[config.mk]
export PLATFORM = sky130hd
export DESIGN_NAME = pcap_frame_ctrl
export DESIGN_NICKNAME = d
export VERILOG_FILES = /design/src/rtl/pcap_frame_pkg.sv /design/src/rtl/pcap_frame_chan.sv /design/src/rtl/pcap_frame_ctrl.sv
export SDC_FILE = /design/constraint.sdc
export NUM_CORES = 1
export LEC_CHECK = 0
export CAP_MARGIN = 30
export CELL_PAD_IN_SITES_DETAIL_PLACEMENT = 0
export CELL_PAD_IN_SITES_GLOBAL_PLACEMENT = 1
export CORE_AREA = 2 2 236 238
export CTS_BUF_LIST = sky130_fd_sc_hd__clkbuf_8
export DETAILED_ROUTE_END_ITERATION = 10
export DIE_AREA = 0 0 238 240
export PLACE_DENSITY = 0.74
export SLEW_MARGIN = 20
export SYNTH_ARGS = -nofsm -noshare
export SYNTH_HDL_FRONTEND = slang
export SYNTH_SLANG_ARGS = --single-unit
[constraint.sdc]
create_clock -name clk_i -period 26 [get_ports clk_i]
set_input_delay 7.8 -clock clk_i [delete_from_list [all_inputs] [get_ports clk_i]]
set_output_delay 7.8 -clock clk_i [all_outputs]
set_load 0.03 [all_outputs]
[src/rtl/pcap_frame_pkg.sv]
// Shared types and constants for the PCAP framing controller.
package pcap_frame_pkg;

  typedef enum logic [1:0] {
    ST_IDLE   = 2'd0,
    ST_ARMED  = 2'd1,
    ST_ACTIVE = 2'd2
  } state_e;

  localparam int CH_W = 32;

  localparam int FLG_DISARM  = 0;
  localparam int FLG_ENFALL  = 1;
  localparam int FLG_COUNT   = 2;
  localparam int FLG_NOFRAME = 3;
  localparam int FLG_COLLIDE = 4;

endpackage

[src/rtl/pcap_frame_chan.sv]
// One capture channel: frame reference register, delta subtractor and
// raw/delta output mux. The reference register and subtractor only exist
// when PCAP_FRAMING_EN is defined; otherwise the channel is a wire.
module pcap_frame_chan
  import pcap_frame_pkg::*;
(
  input  logic            clk_i,
  input  logic            reset_i,
  input  logic            latch_i,
  input  logic            delta_en_i,
  input  logic [CH_W-1:0] val_i,
  output logic [CH_W-1:0] word_o
);

`ifdef PCAP_FRAMING_EN
  logic [CH_W-1:0] ref_q;

  // Reference snapshot on a frame edge; the sample in the same cycle still
  // sees the old value because word_o reads ref_q combinationally.
  always_ff @(posedge clk_i or posedge reset_i) begin
    if (reset_i)      ref_q <= '0;
    else if (latch_i) ref_q <= val_i;
  end

  assign word_o = delta_en_i ? (val_i - ref_q) : val_i;
`else
  logic unused_ok;
  assign unused_ok = ^{clk_i, reset_i, latch_i, delta_en_i};
  assign word_o    = val_i;
`endif

endmodule

[src/rtl/pcap_frame_ctrl.sv]
// PCAP framing controller: arm/enable/disarm FSM, capture and frame edge
// detection, per-channel sample words, saturating sample counter and
// sticky completion flags. Build option: PCAP_FRAMING_EN enables the
// frame-relative delta mode.
module pcap_frame_ctrl
  import pcap_frame_pkg::*;
#(
  parameter int NCH   = 8,
  parameter int CNT_W = 32
) (
  input  logic                clk_i,
  input  logic                reset_i,
  input  logic                arm_i,
  input  logic                disarm_i,
  input  logic                enable_i,
  input  logic                capture_i,
  input  logic                frame_i,
  input  logic                framing_en_i,
  input  logic [NCH-1:0]      framing_mask_i,
  input  logic [CNT_W-1:0]    max_samples_i,
  input  logic [NCH*CH_W-1:0] chan_val_i,
  output logic                smpl_valid_o,
  output logic [NCH*CH_W-1:0] smpl_data_o,
  output logic                armed_o,
  output logic                active_o,
  output logic                completed_o,
  output logic [7:0]          irq_flags_o,
  output logic [CNT_W-1:0]    smpl_count_o
);

  state_e                    state_q, state_d;
  logic                      cap_q, cap_d1_q, cap_edge;
  logic                      framing, frm_edge, frm_lat;
  logic                      frame_seen_q, frame_seen_d;
  logic                      smpl_valid_q, smpl_valid_d;
  logic [NCH-1:0][CH_W-1:0]  smpl_data_q, words;
  logic                      completed_q, completed_d;
  logic [7:0]                flags_q, flags_d;
  logic [CNT_W-1:0]          cnt_q, cnt_d, cnt_inc;
  logic                      emit, limit;

`ifdef PCAP_FRAMING_EN
  logic frm_q, frm_d1_q;

  // Frame level edge detector.
  always_ff @(posedge clk_i or posedge reset_i) begin
    if (reset_i) begin
      frm_q    <= 1'b0;
      frm_d1_q <= 1'b0;
    end else begin
      frm_q    <= frame_i;
      frm_d1_q <= frm_q;
    end
  end

  assign framing  = framing_en_i;
  assign frm_edge = frm_q & ~frm_d1_q;
`else
  logic unused_ok;
  assign unused_ok = ^{frame_i, framing_en_i};
  assign framing   = 1'b0;
  assign frm_edge  = 1'b0;
`endif

  assign cap_edge = cap_q & ~cap_d1_q;
  assign frm_lat  = (state_q == ST_ACTIVE) & framing & frm_edge;

  for (genvar n = 0; n < NCH; n++) begin : g_ch
    pcap_frame_chan u_chan (
      .clk_i      (clk_i),
      .reset_i    (reset_i),
      .latch_i    (frm_lat),
      .delta_en_i (framing & framing_mask_i[n]),
      .val_i      (chan_val_i[n*CH_W +: CH_W]),
      .word_o     (words[n])
    );
  end

  // State register.
  always_ff @(posedge clk_i or posedge reset_i) begin
    if (reset_i) state_q <= ST_IDLE;
    else         state_q <= state_d;
  end

  // Next state, sample decision, counter and flag updates.
  always_comb begin
    state_d      = state_q;
    frame_seen_d = frame_seen_q;
    flags_d      = flags_q;
    cnt_d        = cnt_q;
    smpl_valid_d = 1'b0;
    completed_d  = 1'b0;
    emit         = 1'b0;
    limit        = 1'b0;
    cnt_inc      = (cnt_q == '1) ? cnt_q : cnt_q + CNT_W'(1);
    case (state_q)
      ST_IDLE: begin
        if (arm_i) begin
          state_d      = ST_ARMED;
          cnt_d        = '0;
          flags_d      = '0;
          frame_seen_d = 1'b0;
        end
      end
      ST_ARMED: begin
        if (disarm_i) begin
          state_d             = ST_IDLE;
          completed_d         = 1'b1;
          flags_d[FLG_DISARM] = 1'b1;
        end else if (enable_i) begin
          state_d = ST_ACTIVE;
        end
      end
      ST_ACTIVE: begin
        if (cap_edge) begin
          if (framing && !frame_seen_q) flags_d[FLG_NOFRAME] = 1'b1;
          else                          emit = 1'b1;
          if (framing && frm_edge)      flags_d[FLG_COLLIDE] = 1'b1;
        end
        if (framing && frm_edge) frame_seen_d = 1'b1;
        if (emit) begin
          smpl_valid_d = 1'b1;
          cnt_d        = cnt_inc;
          limit        = (max_samples_i != '0) && (cnt_inc >= max_samples_i);
        end
        // Only the highest-priority termination reason is recorded.
        if (disarm_i) begin
          state_d             = ST_IDLE;
          completed_d         = 1'b1;
          flags_d[FLG_DISARM] = 1'b1;
        end else if (limit) begin
          state_d            = ST_IDLE;
          completed_d        = 1'b1;
          flags_d[FLG_COUNT] = 1'b1;
        end else if (!enable_i) begin
          state_d             = ST_IDLE;
          completed_d         = 1'b1;
          flags_d[FLG_ENFALL] = 1'b1;
        end
      end
      default: state_d = ST_IDLE;
    endcase
  end

  // Edge detect, sample output and status registers.
  always_ff @(posedge clk_i or posedge reset_i) begin
    if (reset_i) begin
      cap_q        <= 1'b0;
      cap_d1_q     <= 1'b0;
      frame_seen_q <= 1'b0;
      smpl_valid_q <= 1'b0;
      smpl_data_q  <= '0;
      completed_q  <= 1'b0;
      flags_q      <= '0;
      cnt_q        <= '0;
    end else begin
      cap_q        <= capture_i;
      cap_d1_q     <= cap_q;
      frame_seen_q <= frame_seen_d;
      smpl_valid_q <= smpl_valid_d;
      if (smpl_valid_d) smpl_data_q <= words;
      completed_q  <= completed_d;
      flags_q      <= flags_d;
      cnt_q        <= cnt_d;
    end
  end

  assign smpl_valid_o = smpl_valid_q;
  assign smpl_data_o  = smpl_data_q;
  assign armed_o      = (state_q != ST_IDLE);
  assign active_o     = (state_q == ST_ACTIVE);
  assign completed_o  = completed_q;
  assign irq_flags_o  = flags_q;
  assign smpl_count_o = cnt_q;

endmodule

==> impl_results.md <==
- Number of synthesized flops with an enable pin: 0
- Total GRT Usage: roughly 16%
- Count of different cell masters after synthesis: 64
- Design Area, Final: around 21000 sq um
- Instance count of the mapped netlist: 1537
- Final WL: just under 50000 um
- FP Rows: between 80 and 90
- Synth warnings: 0
- Clk root buf: clkbuf_8
- Synth Register Bits: just under 300
- Initial cell density of the core: between 20% and 30%
- Yosys top cell area share: about 56%
- Fin. Hold Viols: 0
- Peak VDD IR: approximately 0.000059 V
- Placer Congestion: 0.850
- Measured slew at the worst slew-check pin: between 0.9 and 1 ns
- Seq/Total Area, Yosys: a little under three fifths
- HPWL reported at the end of detailed placement: between 30000 and 40000 um
- Post-route setup TNS: 0 ns
- Total gr overflow: 0
- Vias in the first global route: between 10000 and 15000
- Slowest CP cell: clkdlybuf4s50_1
- Pwr dens: ~120 nW/um^2
- Max-cap viol count: 0
- Layout cells sized above 1: 5.60%
- Clk_lat worst skew: 0.63 ns
- Post-CTS Hold Buffers: 0
- Fin Hold WS: 0.376 ns
- Die ar.: around 57000 sq um
- CTS tree: built
- Synth area leaders: dfrtp_1 (56%), nand2_1 (23%), ha_1 (3.4%), clkbuf_1 (1.8%), xnor2_1 (1.3%)
- CTS clock-pin slew for the worst setup and hold paths: about 0.06 ns
- RSZ-0062 raised after global routing: false
- First-pass GRT wire length: approximately 74000 um
- 1st-iter DRT viols: between 600 and 700
- Crit-path cells: inv_1 > ha_1 > clkdlybuf4s50_1
- Initial antenna violation count: 4
- Max Clock Skew: about 0.033 ns
- Cell with the most instances after synthesis: nand2_1
- Final count of pins violating max slew: 0
- Fmax: 100 MHz
- Slew headroom: 38.0%
- Final Util: 38.5%
- Synth top cells by count: nand2_1 (816), dfrtp_1 (297), clkbuf_1 (62), inv_1 (46), ha_1 (36)
- Die W: around 240 um
- Critical path capture point type: output port
- Port Buf Inserts: 588
- Pin count of the biggest net entering global routing: 146
- Avg WL per Cell: ~17 um
- Post-synthesis cell area: approximately 13000 sq um
- Min cycle time layout: around 10 ns
- Die height: 240 um
- Avg Vias per Cell: 4.36
- Total power: 2.43 mW
- Final Cycle Share: about two fifths
- Worst path arrival time: 2.19 ns
- Total CTS buffers: between 50 and 60
- Maximum clock insertion buffer count: 3
- Commonest register cell after synthesis: dfrtp_1
- # resized after CTS: 0
- Clock Sinks: roughly 300
- Worst Path Required: around 18 ns
- Syn_area_per_cell: between 8 and 9 sq um
- Placeable Area: 54700 sq um
- Placement-stage cell area: between 15000 and 20000 sq um
- Setup CP Type: reg -> out
- Post-layout nets: 2460
- Boundary Pins: 604
- Area leader, netlist: dfrtp_1
- Hold crit path type: reg -> reg
- H-Tree Depth: 2
- Area delta synth->final: 58.6%
- DRT Pass-1 Iters: 7
- Routed Antenna Nets: 0
- Final setup viols: 0
- Number of buffers and inverters on the critical path: 2
- Setup repair bufs after CTS: 0
- Result of the run: finished, final reports clean
- CP top delay family: buffers and inverters
- Crit path launch type: flop
- CP Max Fanout: 6
- DR vias: ~12000
- Slowest cell delay on critical path: about 0.76 ns
- Synth async-reset ratio: 100%
- # DRC: 0
- Leakage: about 10 nW
[through the flow]
stage	setup WS [ns]	cells
2_1_floorplan	10.0	1541
3_3_place_gp	15.31	2763
3_5_place_dp	15.59	2765
4_1_cts	15.91	2864
5_1_grt	15.85	2867
6_report	16.01	2867
[placed cells by master (no fill, tap or decap), types with 9 or more instances in the layout]
master           Yosys  routed
nor2_1              24      23
clkbuf_8             0      67
xor2_1               9       9
inv_1               46      65
a31oi_1             15      15
nor4_1              13      13
xnor2_1             20      20
clkdlybuf4s50_1      0     588
o21ai_0             24      24
ha_1                36      36
nand3_1             19      19
a21oi_1             25      25
dfrtp_1            297     297
buf_4                6       9
nand2_1            816     815
[sequential cells by signal, indices dropped and copies added, names as in the netlist]
register,flops
smpl_data_o,256
smpl_valid_o,1
state_q,2
completed_o,1
cap_q,1
cap_d1_q,1
smpl_count_o,32
irq_flags_o,3
[logic make-up (layout without fill, tap and decap cells)]
logic type	Yosys count	after routing	synth area share [%]
mux	2	2	0.151
buf+inv	127	748	3.85
xor+xnor	29	29	1.92
compound gates	118	118	6.09
other cells	1	6	0.0283
fa+ha+maj	36	36	3.40
flops	297	297	56.1
simple gates	927	927	28.5
[layout make-up]
| cell class | instances | area (sq um) |
|---|---|---|
| Timing Repair Buffer | 602 | 6050 |
| Antenna cell | 1 | 2.50 |
| Sequential cell | 297 | 7430 |
| Fill cell | 5495 | 33600 |
| Multi-Input combinational cell | 1117 | 5340 |
| Clock inverter | 32 | 206 |
| Tap cell | 704 | 881 |
| Inverter | 47 | 191 |
| Clock buffer | 67 | 922 |
[report_power, final]
| group | internal, mW | switching [mW] | leakage [nW] | total (mW) |
|---|---|---|---|---|
| Combinational | 0.468 | 0.719 | 5.69 | 1.19 |
| Clock | 0.253 | 0.207 | 0.661 | 0.461 |
| Sequential | 0.665 | 0.113 | 3.42 | 0.779 |
[path summary, 6_finish.rpt]
kind	startpoint	endpoint	slack [ns]	cells after the start
setup reg to reg	smpl_count_o[12]$_DFFE_PP0P_	state_q[0]$_DFFE_PP0P_	21.68	13
min in group asynchronous	reset_i	smpl_data_o[124]$_DFFE_PP0P_	7.70	2
max in group asynchronous	reset_i	smpl_data_o[192]$_DFFE_PP0P_	17.00	3
setup / recovery	state_q[0]$_DFFE_PP0P_	active_o	16.01	3
hold reg to reg	cap_q$_DFF_PP0_	cap_d1_q$_DFF_PP0_	0.38	0
hold / removal	cap_q$_DFF_PP0_	cap_d1_q$_DFF_PP0_	0.38	0
[layer usage]
metal	vias to the layer above	track usage, %	share of wire [%]
li1	6057	-	-
met1	5976	19.5	40
met2	399	28.5	51
met3	58	5.26	7.7
met4	6	4.38	1.8
met5	-	0	0.080
No activity file was read; power rests on OpenSTA's default activity.
